### src/rtl/prio_enc_pkg.sv
// Shared types and helpers for the round-robin / fixed-priority encoder.
package prio_enc_pkg;

    localparam int unsigned MAX_N = 64;
    localparam int unsigned MAX_W = 6;

    typedef enum logic {
        MODE_FIXED = 1'b0,
        MODE_RR    = 1'b1
    } mode_e;

    // One-hot of an index at maximum width; callers truncate to their own N.
    function automatic logic [MAX_N-1:0] onehot_of(input logic [MAX_W-1:0] idx);
        onehot_of = MAX_N'(1) << idx;
    endfunction

endpackage

### src/rtl/prio_find_first.sv
// Combinational first-set-bit search starting at start_i, ascending or descending modulo N.
module prio_find_first
    import prio_enc_pkg::*;
#(
    parameter  int unsigned N = 8,
    localparam int unsigned W = $clog2(N)
) (
    input  logic [N-1:0] req_i,
    input  logic [W-1:0] start_i,
    input  logic         dir_i,     // 1 = ascending, 0 = descending
    output logic         found_o,
    output logic [W-1:0] idx_o,
    output logic [N-1:0] onehot_o
);

    logic [W-1:0] pos;

    // Walk offsets from farthest to nearest so the nearest set bit wins; W-bit wrap gives mod N.
    always_comb begin
        found_o = 1'b0;
        idx_o   = '0;
        pos     = '0;
        for (int k = int'(N) - 1; k >= 0; k--) begin
            pos = dir_i ? (start_i + W'(k)) : (start_i - W'(k));
            if (req_i[pos]) begin
                found_o = 1'b1;
                idx_o   = pos;
            end
        end
    end

    assign onehot_o = found_o ? N'(onehot_of(MAX_W'(idx_o))) : '0;

endmodule

### src/rtl/prio_encoder_rr.sv
// Registered N-to-log2(N) priority encoder with fixed or round-robin arbitration and valid/ready on both sides.
module prio_encoder_rr
    import prio_enc_pkg::*;
#(
    parameter  int unsigned N = 8,
    localparam int unsigned W = $clog2(N)
) (
    input  logic         clk,
    input  logic         rst,
    input  logic         in_valid,
    output logic         in_ready,
    input  logic [N-1:0] req,
    input  logic         mode,
    output logic         out_valid,
    input  logic         out_ready,
    output logic [W-1:0] idx,
    output logic [N-1:0] onehot,
    output logic         none
);

    logic         out_valid_q, out_valid_d;
    logic [W-1:0] idx_q, idx_d;
    logic [N-1:0] onehot_q, onehot_d;
    logic         none_q, none_d;
    logic [W-1:0] ptr_q, ptr_d;

    mode_e        mode_s;
    logic         accept;
    logic [W-1:0] ff_start;
    logic         ff_dir;
    logic         ff_found;
    logic [W-1:0] ff_idx;
    logic [N-1:0] ff_onehot;

    assign mode_s   = mode_e'(mode);
    assign in_ready = !out_valid_q || out_ready;
    assign accept   = in_valid && in_ready;

    // Fixed mode searches down from the top bit; round-robin searches up from ptr.
    assign ff_start = (mode_s == MODE_RR) ? ptr_q : W'(N - 1);
    assign ff_dir   = (mode_s == MODE_RR);

    prio_find_first #(.N(N)) u_find (
        .req_i    (req),
        .start_i  (ff_start),
        .dir_i    (ff_dir),
        .found_o  (ff_found),
        .idx_o    (ff_idx),
        .onehot_o (ff_onehot)
    );

    always_comb begin
        out_valid_d = out_valid_q;
        idx_d       = idx_q;
        onehot_d    = onehot_q;
        none_d      = none_q;
        ptr_d       = ptr_q;
        if (accept) begin
            out_valid_d = 1'b1;
            idx_d       = ff_idx;
            onehot_d    = ff_onehot;
            none_d      = !ff_found;
            if ((mode_s == MODE_RR) && ff_found) begin
                ptr_d = ff_idx + W'(1);
            end
        end else if (out_ready) begin
            out_valid_d = 1'b0;
        end
    end

    always_ff @(posedge clk) begin
        if (rst) begin
            out_valid_q <= 1'b0;
            idx_q       <= '0;
            onehot_q    <= '0;
            none_q      <= 1'b0;
            ptr_q       <= '0;
        end else begin
            out_valid_q <= out_valid_d;
            idx_q       <= idx_d;
            onehot_q    <= onehot_d;
            none_q      <= none_d;
            ptr_q       <= ptr_d;
        end
    end

    assign out_valid = out_valid_q;
    assign idx       = idx_q;
    assign onehot    = onehot_q;
    assign none      = none_q;

endmodule

### config.mk
export PLATFORM = sky130hd
export DESIGN_NAME = prio_encoder_rr
export DESIGN_NICKNAME = d
export VERILOG_FILES = /design/src/rtl/prio_enc_pkg.sv /design/src/rtl/prio_find_first.sv /design/src/rtl/prio_encoder_rr.sv
export SDC_FILE = /design/constraint.sdc
export NUM_CORES = 1
export LEC_CHECK = 0
export BUFFER_PORTS_ARGS = -buffer_cell sky130_fd_sc_hd__buf_2
export CAP_MARGIN = 10
export CORE_MARGIN = 1.5
export CORE_UTILIZATION = 35
export DETAILED_ROUTE_END_ITERATION = 16
export PLACE_DENSITY = 0.58
export RECOVER_POWER = 100
export SYNTH_ARGS = -nofsm -noshare
export SYNTH_HDL_FRONTEND = slang
export SYNTH_SLANG_ARGS = --single-unit
### constraint.sdc
create_clock -name clk -period 10.7 [get_ports clk]
set_clock_uncertainty 0.05 [all_clocks]
set_input_delay 0.535 -clock clk [delete_from_list [all_inputs] [get_ports clk]]
set_output_delay 0.535 -clock clk [all_outputs]
set_load 0.01 [all_outputs]
# After elaboration in Yosys (flattened, before gate mapping)
# Index checks and enable logic that the tools add are counted.
dict set report classes {
  order_cmp 8
  muxes 43
  shift 1
  reduce_logical 7
  add_sub_neg 15
}
# op count
set ops {}
lappend ops {{$mux 3} 16}
lappend ops {{$lt 3x4->1 const B} 8}
lappend ops {{$bmux 1 s3} 8}
lappend ops {{$mux 1} 18}
lappend ops {{$add 3x3->3 const B} 4}
lappend ops {{$sub 3x3->3 const B} 4}
lappend ops {{$mux 8} 1}
lappend ops {{$shl 1x3->8 const A} 1}
lappend ops {{$add 3x1->3 const B} 2}
lappend ops {{$add 3x2->3 const B} 2}
lappend ops {{$sub 3x2->3 const B} 2}
lappend ops {{$sub 3x1->3 const B} 1}
lappend ops {{$logic_and 1x1->1} 2}
lappend ops {{$logic_not 1->1} 2}
lappend ops {{$reduce_and 2->1} 1}
lappend ops {{$reduce_bool 2->1} 1}
lappend ops {{$logic_or 1x1->1} 1}
dict set report word_totals {
  inputBits 13
  ff_bits 16
}

# Logic depth before layout (Yosys ltp)
# Gate-level depths: netlist of run 1.
dict set report depth {
  ltp_word 15
  depth_mapped 18
}

# By module
# Synthesis of run 1 repeated with hierarchy kept, for this count alone.
dict set report unflattened {
  hier_cells 164
  hier_area_um2 1514.0
}
# mod cells_per_inst area_per_inst_um2 seq_area_each_um2 n_inst
set by_module_without_submodules {}
lappend by_module_without_submodules {prio_find_first 88 839.6 0.0 1}
lappend by_module_without_submodules {prio_encoder_rr 76 674.4 320.3 1}

# Least setup slack after synthesis of run 1
# OpenSTA, ideal clock, no wires.
dict set report synth_path {
  path_kind {input port to flip-flop}
  from {in mode}
  to {reg ptr_q[1]}
  required_ns 10.559
  path_slack_ns 7.100
  t_arrival_ns 3.460
  stages 14
  path_buffers 3
  path_cell_list {nor2b_2 buf_6 inv_8 buf_6 ha_1 buf_2 mux2_1 mux4_2 a21o_1 a32o_1 a31oi_4 inv_1 ha_1 a311oi_1}
}
dict set report synth_between {
  elab_cells_between_ends 57
}
# item line_no
set synth_lines {}
lappend synth_lines {{start, declared} prio_encoder_rr.sv:13} ;# input logic mode,
lappend synth_lines {{$mux 3} prio_encoder_rr.sv:40} ;# assign ff_start = (mode_s == MODE_RR) ? ptr_q : W'(N - 1);
lappend synth_lines {{$sub 3x3->3 / $add 3x3->3 (equally long branches)} prio_find_first.sv:24} ;# pos = dir_i ? (start_i + W'(k)) : (start_i - W'(k));
lappend synth_lines {{$mux 3} prio_find_first.sv:24}
lappend synth_lines {{$bmux 1 s3} prio_find_first.sv:25} ;# if (req_i[pos]) begin
lappend synth_lines {{$mux 1 (implied by the code)} prio_find_first.sv:25}
lappend synth_lines {{$mux 3 (7 in a row)} prio_find_first.sv:25}
lappend synth_lines {{$mux 3 *} prio_find_first.sv:25}
lappend synth_lines {{named net ff_idx[1]} prio_encoder_rr.sv:32} ;# logic [W-1:0] ff_idx;
lappend synth_lines {{$add 3x1->3 *} prio_encoder_rr.sv:64} ;# ptr_d = ff_idx + W'(1);
lappend synth_lines {{end signal, assigned} prio_encoder_rr.sv:83} ;# ptr_q <= ptr_d;
lappend synth_lines {{end, declared} prio_encoder_rr.sv:25} ;# logic [W-1:0] ptr_q, ptr_d;
# The timed path passes the listed nets; every way through them passes the cells marked *. The select of a mux whose other input is x is not followed.
# A chain may end at the register's enable or synchronous reset.

# Final worst setup path of run 1
dict set report layout_path {
  from {in mode}
  to {reg onehot_q[1], in the netlist onehot[1]}
}
dict set report layout_between {
  elab_chain_cells 15
  elab_cells_between_ends 56
}
# item line_no
set layout_lines {}
lappend layout_lines {{$mux 3} prio_encoder_rr.sv:40}
lappend layout_lines {{$sub 3x3->3 / $add 3x3->3 (equally long branches)} prio_find_first.sv:24}
lappend layout_lines {{$mux 3} prio_find_first.sv:24}
lappend layout_lines {{$bmux 1 s3} prio_find_first.sv:25}
lappend layout_lines {{$mux 1 (implied by the code)} prio_find_first.sv:25}
lappend layout_lines {{$mux 3 (7 in a row)} prio_find_first.sv:25}
lappend layout_lines {{$mux 3 *} prio_find_first.sv:25}
lappend layout_lines {{named net ff_idx[0]} prio_encoder_rr.sv:32}
lappend layout_lines {{$shl 1x3->8 *} prio_enc_pkg.sv:14} ;# onehot_of = MAX_N'(1) << idx;
lappend layout_lines {{$mux 8 *} prio_find_first.sv:32} ;# assign onehot_o = found_o ? N'(onehot_of(MAX_W'(idx_o))) : '0;
lappend layout_lines {{end signal, assigned} prio_encoder_rr.sv:81} ;# onehot_q <= onehot_d;
lappend layout_lines {{end, declared} prio_encoder_rr.sv:23} ;# logic [N-1:0] onehot_q, onehot_d;
# Marked as above.

==> results of run 1 <==
==> per-stage QoR <==
| step | worst slack [ps] | area [sq um] |
|---|---|---|
| after floorplan | 7100 | 1740 |
| after global placement | 6370 | 1860 |
| after detailed placement | 6270 | 1860 |
| after CTS | 6530 | 1920 |
| after global routing | 4520 | 1870 |
| final | 4920 | 1870 |
==> cell families after synthesis <==
| group | synth area share (%) |
|---|---|
| flops | 18.4 |
| fa+ha+maj | 3.60 |
| xor+xnor | 0.504 |
| buf+inv | 8.07 |
| compound gates | 29.9 |
| simple gates | 21.0 |
| mux | 18.4 |
==> per-layer routing <==
metal	wire, microns	part of all wire (%)
met4	129	2.7
met3	385	8.0
met1	2170	45
met5	0	0
met2	2130	44
==> cells in the mapped netlist, types with 3 or more instances <==
cell type	instances
a22oi_1	3
dfxtp_1	16
nand2b_1	3
clkbuf_1	4
a21oi_1	9
nor3_1	4
inv_1	10
a311oi_1	4
a32oi_1	4
mux4_2	5
a32o_1	3
o21a_1	5
ha_1	5
nor2_1	17
buf_2	7
mux2i_1	14
nand2_1	19
a211oi_1	8
nand3_1	3
o21ai_0	6
and2_1	3
buf_6	3
and3b_1	5
o211ai_1	5
==> cells in the final DEF (no fill, tap or decap), drive strengths merged, types with 2 or more instances in the layout <==
master   Yosys  routed
nand2       19      19
clkbuf       4      19
nor2        18      18
dfxtp       16      16
mux2i       15      15
buf         11      11
inv         12      10
a21oi       10      10
a211oi       9       9
o21ai        8       8
o211ai       6       6
mux4         5       5
and3b        5       5
o21a         5       5
ha           5       5
a32oi        4       4
nor3         4       4
a311oi       4       4
and2         4       4
mux2         4       4
nor2b        3       3
nand2b       3       3
a22oi        3       3
a32o         3       3
nand3        3       3
nand3b       2       2
nand4        2       2
nor4bb       2       2
a2bb2oi      2       2
nor3b        2       2
a31oi        2       2
a21o         2       2
==> state kept, by name, indices dropped and copies added (netlist names) <==
| signal | count |
|---|---|
| idx | 3 |
| none | 1 |
| out_valid | 1 |
| onehot | 8 |
| ptr_q | 3 |
==> how the worst min path moves through the flow <==
stage | startpoint | endpoint | slack, ps | cells past startpoint
floorplan | onehot[4] | onehot[4] | 430 | 2
global placement | onehot[4] | onehot[4] | 390 | 2
detailed placement | onehot[4] | onehot[4] | 400 | 2
CTS | onehot[4] | onehot[4] | 400 | 2
global route | onehot[4] | onehot[4] | 440 | 2
finish | onehot[4] | onehot[4] | 400 | 2
==> worst max-delay path, cell delays in order <==
cell,delay [ps]
clkbuf_1,720
nor2b_1,670
clkinvlp_2,740
ha_1,710
mux2_1,400
mux4_2,520
a31o_1,200
a32o_1,210
mux2i_1,470
clkinv_1,150
ha_1,250
nand2_1,70
a2bb2oi_1,160
nor2_1,50
==> power groups by stage <==
stage	Combinational, uW	Sequential [uW]	Clock, uW
finish	123	73.3	51.9
global placement	128	74.5	0
detailed placement	126	74.5	0
CTS	127	73.1	53.4
global route	135	74.3	57.1
floorplan	102	71.0	0
==> final cells by class <==
cell class | instances | area, sq um | share of cell area [%]
multi-input cells | 165 | 1260 | 67.1
clock buffers | 4 | 55.1 | 2.94
flip-flops and latches | 16 | 320 | 17.1
well taps | 67 | 83.8 | 4.48
inverters | 12 | 46.3 | 2.47
repair buffers | 26 | 111 | 5.95
==> run metrics, run 1 <==
status=completed; Warnings, synthesis=0; setup bufs post-CTS=0; largest net degree at the start of global routing=26; EDFF count, synth=0; pin slew with the least headroom to its limit=approximately 1000 ps; Routed WL per cell=approximately 17 microns; post-layout util=39.4%; crit-path max FO=25; setup violators final=0; Synth Area per Inst=roughly 8.3 sq um; Die Y=73.4 microns; CTS tree=built; # resized after CTS=0; MaxCap Viol Count=0; Reg2Reg Depth=13; cell count after placement=about 290; Critical Path End=onehot[1]; H-tree levels=1; Routed WL=roughly 4800 microns; Ports=27; DP HPWL=~3600 microns; post-synth top area cell=dfxtp_1; RSZ-0062 raised after global routing=false; Iter 0 DRT Violations=approximately 210; Initial Utilization=between 30 and 40%; Root Buffer=clkbuf_8; synth unique cells=59; Total GRT Usage=a little under a fifth; first-pass GRT wire length=slightly below 8000 microns; max-slew violation count=0; clk_lat worst skew=240 ps; clock buffer depth=2; Sw Share=39.8%; predominant post-synthesis flop cell=dfxtp_1; clock sinks=16; flop-to-flop setup slack=about 5400 ps; via count=about 1800; Net Count, Synth=around 230; FP Rows=25; Hold Violations, Final=0; Clock Power Share=between 20% and 30%; Pint=approximately 150 uW; Clock Pin Slew Worst Setup and Hold Paths=roughly 60 ps; Yosys reg bits=16; met1 Use GR=a little over a quarter; hold_ws=around 400 ps; switching power=98.9 uW; crit path time final=a little under 6000 ps; met3 Use GR=3.84%; Comb pwr share=around half; cell count after synthesis=208; layout cells sized above 1=between 10% and 20%; post-synthesis cell area=around 1700 sq um; VDD IR max=around 0.09 mV; layout net count=around 240; vias in the first global route=around 1600; leakage power=between 0.0007 and 0.0008 uW; Area Growth Syn to Fin=7.85%; total power=about 250 uW; Critical Path End Type=flop; share of flip-flops with an asynchronous set or reset=0%; FF-to-FF End=onehot[1]; Post-route DRC=0; Final ANT Viol Nets=0; upper clock frequency limit=173 MHz; Crit. Startpoint=mode; Fin Setup TNS=0 ps; Relative slew margins=roughly 33%; initial antenna violation count=0; first-pass iteration count of the detailed router=4; Non-Filler Instances=between 200 and 300; Synth area leaders=dfxtp_1 (18%), mux2i_1 (8.1%), mux4_2 (6.5%), nand2_1 (4.1%), nor2_1 (3.7%); DIE WIDTH=between 70 and 80 microns; GRT Residual Overflow=0; Worst Path Required=10780 ps; CTS Buf Count=3; power per cell area=133 nW/um^2; die area=5390 sq um; FILL cells=516; GPL Wtd Cong=approximately 0.97; # hold bufs at CTS=0; ant diodes=0; GR Util met2=between 20% and 30%; port buffer count=26; Reg power frac=about 30%; register area share after synthesis=a little under a fifth; worst min path class=flop to flop; critical path type=primary input to flop; r2r startpoint=ptr_q[0]; period utilization=54.0%; Worst EP arrival=5860 ps; via/cell ratio=just over 6; CORE AREA=roughly 4800 sq um; Worst setup SP type=primary input; top-area cell type share of the netlist area=a little under a fifth; gr busiest metal=met1
(Power assumes the default switching activity.)
==> run 2, diff against run 1 <==
Settings changed: PLACE_DENSITY 0.58 to 0.6.
Clock period 10.7 ns to 4.7 ns, I/O delays scaled along.
==> run 2 against run 1 <==
  * Critical path depth down 3
  * Die area did not move
  * Global-route usage about the same
  * Sequential cell count did not move
  * Hold slack got worse by 220 ps
  * Via count down 2.1%
  * Sequential power is 120% higher
  * Total power up 130%
==> run metrics, run 2 (synthesis gave the netlist of run 1 again) <==
vias in the first global route=1602 (was 1597); worst min path class=primary input to flop (was flop to flop); DP HPWL=3550 microns (was 3580 microns); flop-to-flop setup slack=560 ps (was 5350 ps); layout net count=245 (was 242); first-pass iteration count of the detailed router=5 (was 4); Routed WL=4800 microns (was 4820 microns); setup violators final=0 (unchanged); setup bufs post-CTS=0 (unchanged); Final ANT Viol Nets=0 (unchanged); first-pass GRT wire length=7910 microns (was 7940 microns); Worst Path Required=4800 ps (was 10780 ps); clk_lat worst skew=250 ps (was 240 ps); H-tree levels=1 (unchanged); pin slew with the least headroom to its limit=954 ps (was 1000 ps); ant diodes=0 (unchanged); commonest non-fill, non-tap cells in the layout=nand2_1 (19), nor2_1 (17), dfxtp_1 (16) (unchanged); upper clock frequency limit=242 MHz; hold_ws=184 ps (was 400 ps); Fin Setup TNS=0 ps (unchanged); power per cell area=303 nW/um^2 (was 133 nW/um^2); # resized after CTS=0 (unchanged); Critical Path End Type=flop (unchanged); CTS tree=built (unchanged); met3 Use GR=3.16% (was 3.84%); period utilization=approximately nine tenths; gr busiest metal=met1 (unchanged); layout cells sized above 1=15.0% (was 13.0%); Post-route DRC=0 (unchanged); initial antenna violation count=0 (unchanged); Reg area=320 sq um (unchanged); post-route cell area=1900 sq um (was 1870 sq um); VDD IR max=0.214 mV (was 0.0889 mV); GR Util met2=27.4% (was 26.6%); GRT Residual Overflow=0 (unchanged); clock sinks=16 (unchanged); Total GRT Usage=18.6% (was 18.5%); critical path type=flop to flop (was primary input to flop); MaxCap Viol Count=0 (unchanged); die area=5390 sq um (unchanged); CORE AREA=4750 sq um (unchanged); FP Rows=25 (unchanged); Area Growth Syn to Fin=9.65% (was 7.85%); placed cell area=1890 sq um (was 1860 sq um); Die Y=73.4 microns (unchanged); crit-path max FO=19 (was 25); Clock Pin Slew Worst Setup and Hold Paths=70 ps (was 60 ps); via/cell ratio=5.88 (was 6.07); largest net degree at the start of global routing=26 (unchanged); crit path time final=around 4100 ps; max-slew violation count=0 (unchanged); RSZ-0062 raised after global routing=false (unchanged); CTS Buf Count=3 (unchanged); FILL cells=515 (was 516); clock buffer depth=2 (unchanged); leakage power=0.000748 uW (was 0.000721 uW); Worst setup SP type=flop (was primary input); met1 Use GR=27.7% (was 27.1%); Root Buffer=clkbuf_8 (unchanged); Routed WL per cell=16.4 microns (was 16.6 microns); port buffer count=26 (unchanged); status=completed (unchanged); # hold bufs at CTS=0 (unchanged); GPL Wtd Cong=0.955 (was 0.969); Initial Utilization=36.5% (unchanged); max FFs per register=8 (unchanged); via count=1722 (was 1759); Ports=27 (unchanged); Worst EP arrival=4240 ps (was 5860 ps); multi-input combinational cell area=1260 sq um (about the same); most common cell after layout, fill and taps aside=nand2_1 (unchanged); Relative slew margins=36.4% (was 33.3%); total power=577 uW (was 248 uW); Hold Violations, Final=0 (unchanged); DIE WIDTH=73.4 microns (unchanged); Iter 0 DRT Violations=176 (was 207)
==> run 2: worst paths after layout <==
kind	from	endpoint	cells past startpoint
worst max-delay path	ptr_q[0]	ptr_q[1]	11
worst min-delay path	in_valid	out_valid	3
worst max register to register	ptr_q[0]	ptr_q[1]	11
worst min register to register	onehot[4]	onehot[4]	2
==> run 2: final cells by class <==
cell class | count | share of cell area [%]
well taps | 67 | 4.40
inverters | 12 | 2.76
multi-input cells | 165 | 66.0
flip-flops and latches | 16 | 16.8
clock buffers | 4 | 2.89
repair buffers | 29 | 7.10
==> run 2: routing by layer <==
layer,share of wire [%],vias to the layer above
met5,0,-
met4,1.4,0
met3,7.5,12
met2,45,85
met1,46,798
li1,-,827
==> run 2: critical path: stages (launching register included) <==
cell      delay [ps]
dfxtp_1          300
buf_4            200
nor2b_1          370
inv_8            100
ha_1             490
mux2_1           390
mux4_2           540
a31o_1           210
a32o_1           210
mux2i_1          560
ha_1             350
a311oi_1         270
==> run 2: metrics by stage <==
stage / instances / setup WS (ps) / utilization, %
after global placement: 289 / 825 / 39.7
after CTS: 293 / 895 / 40.8
after global routing: 293 / 355 / 40.1
after floorplan: 208 / 1230 / -
final: 293 / 562 / 40.1
after detailed placement: 289 / 772 / 39.7
==> run 2: report_power, final <==
part	total [uW]	internal, uW	switching [uW]
sequential	158	148	10.2
combinational	296	122	174
clock	122	74.3	47.9
total	577	344	232
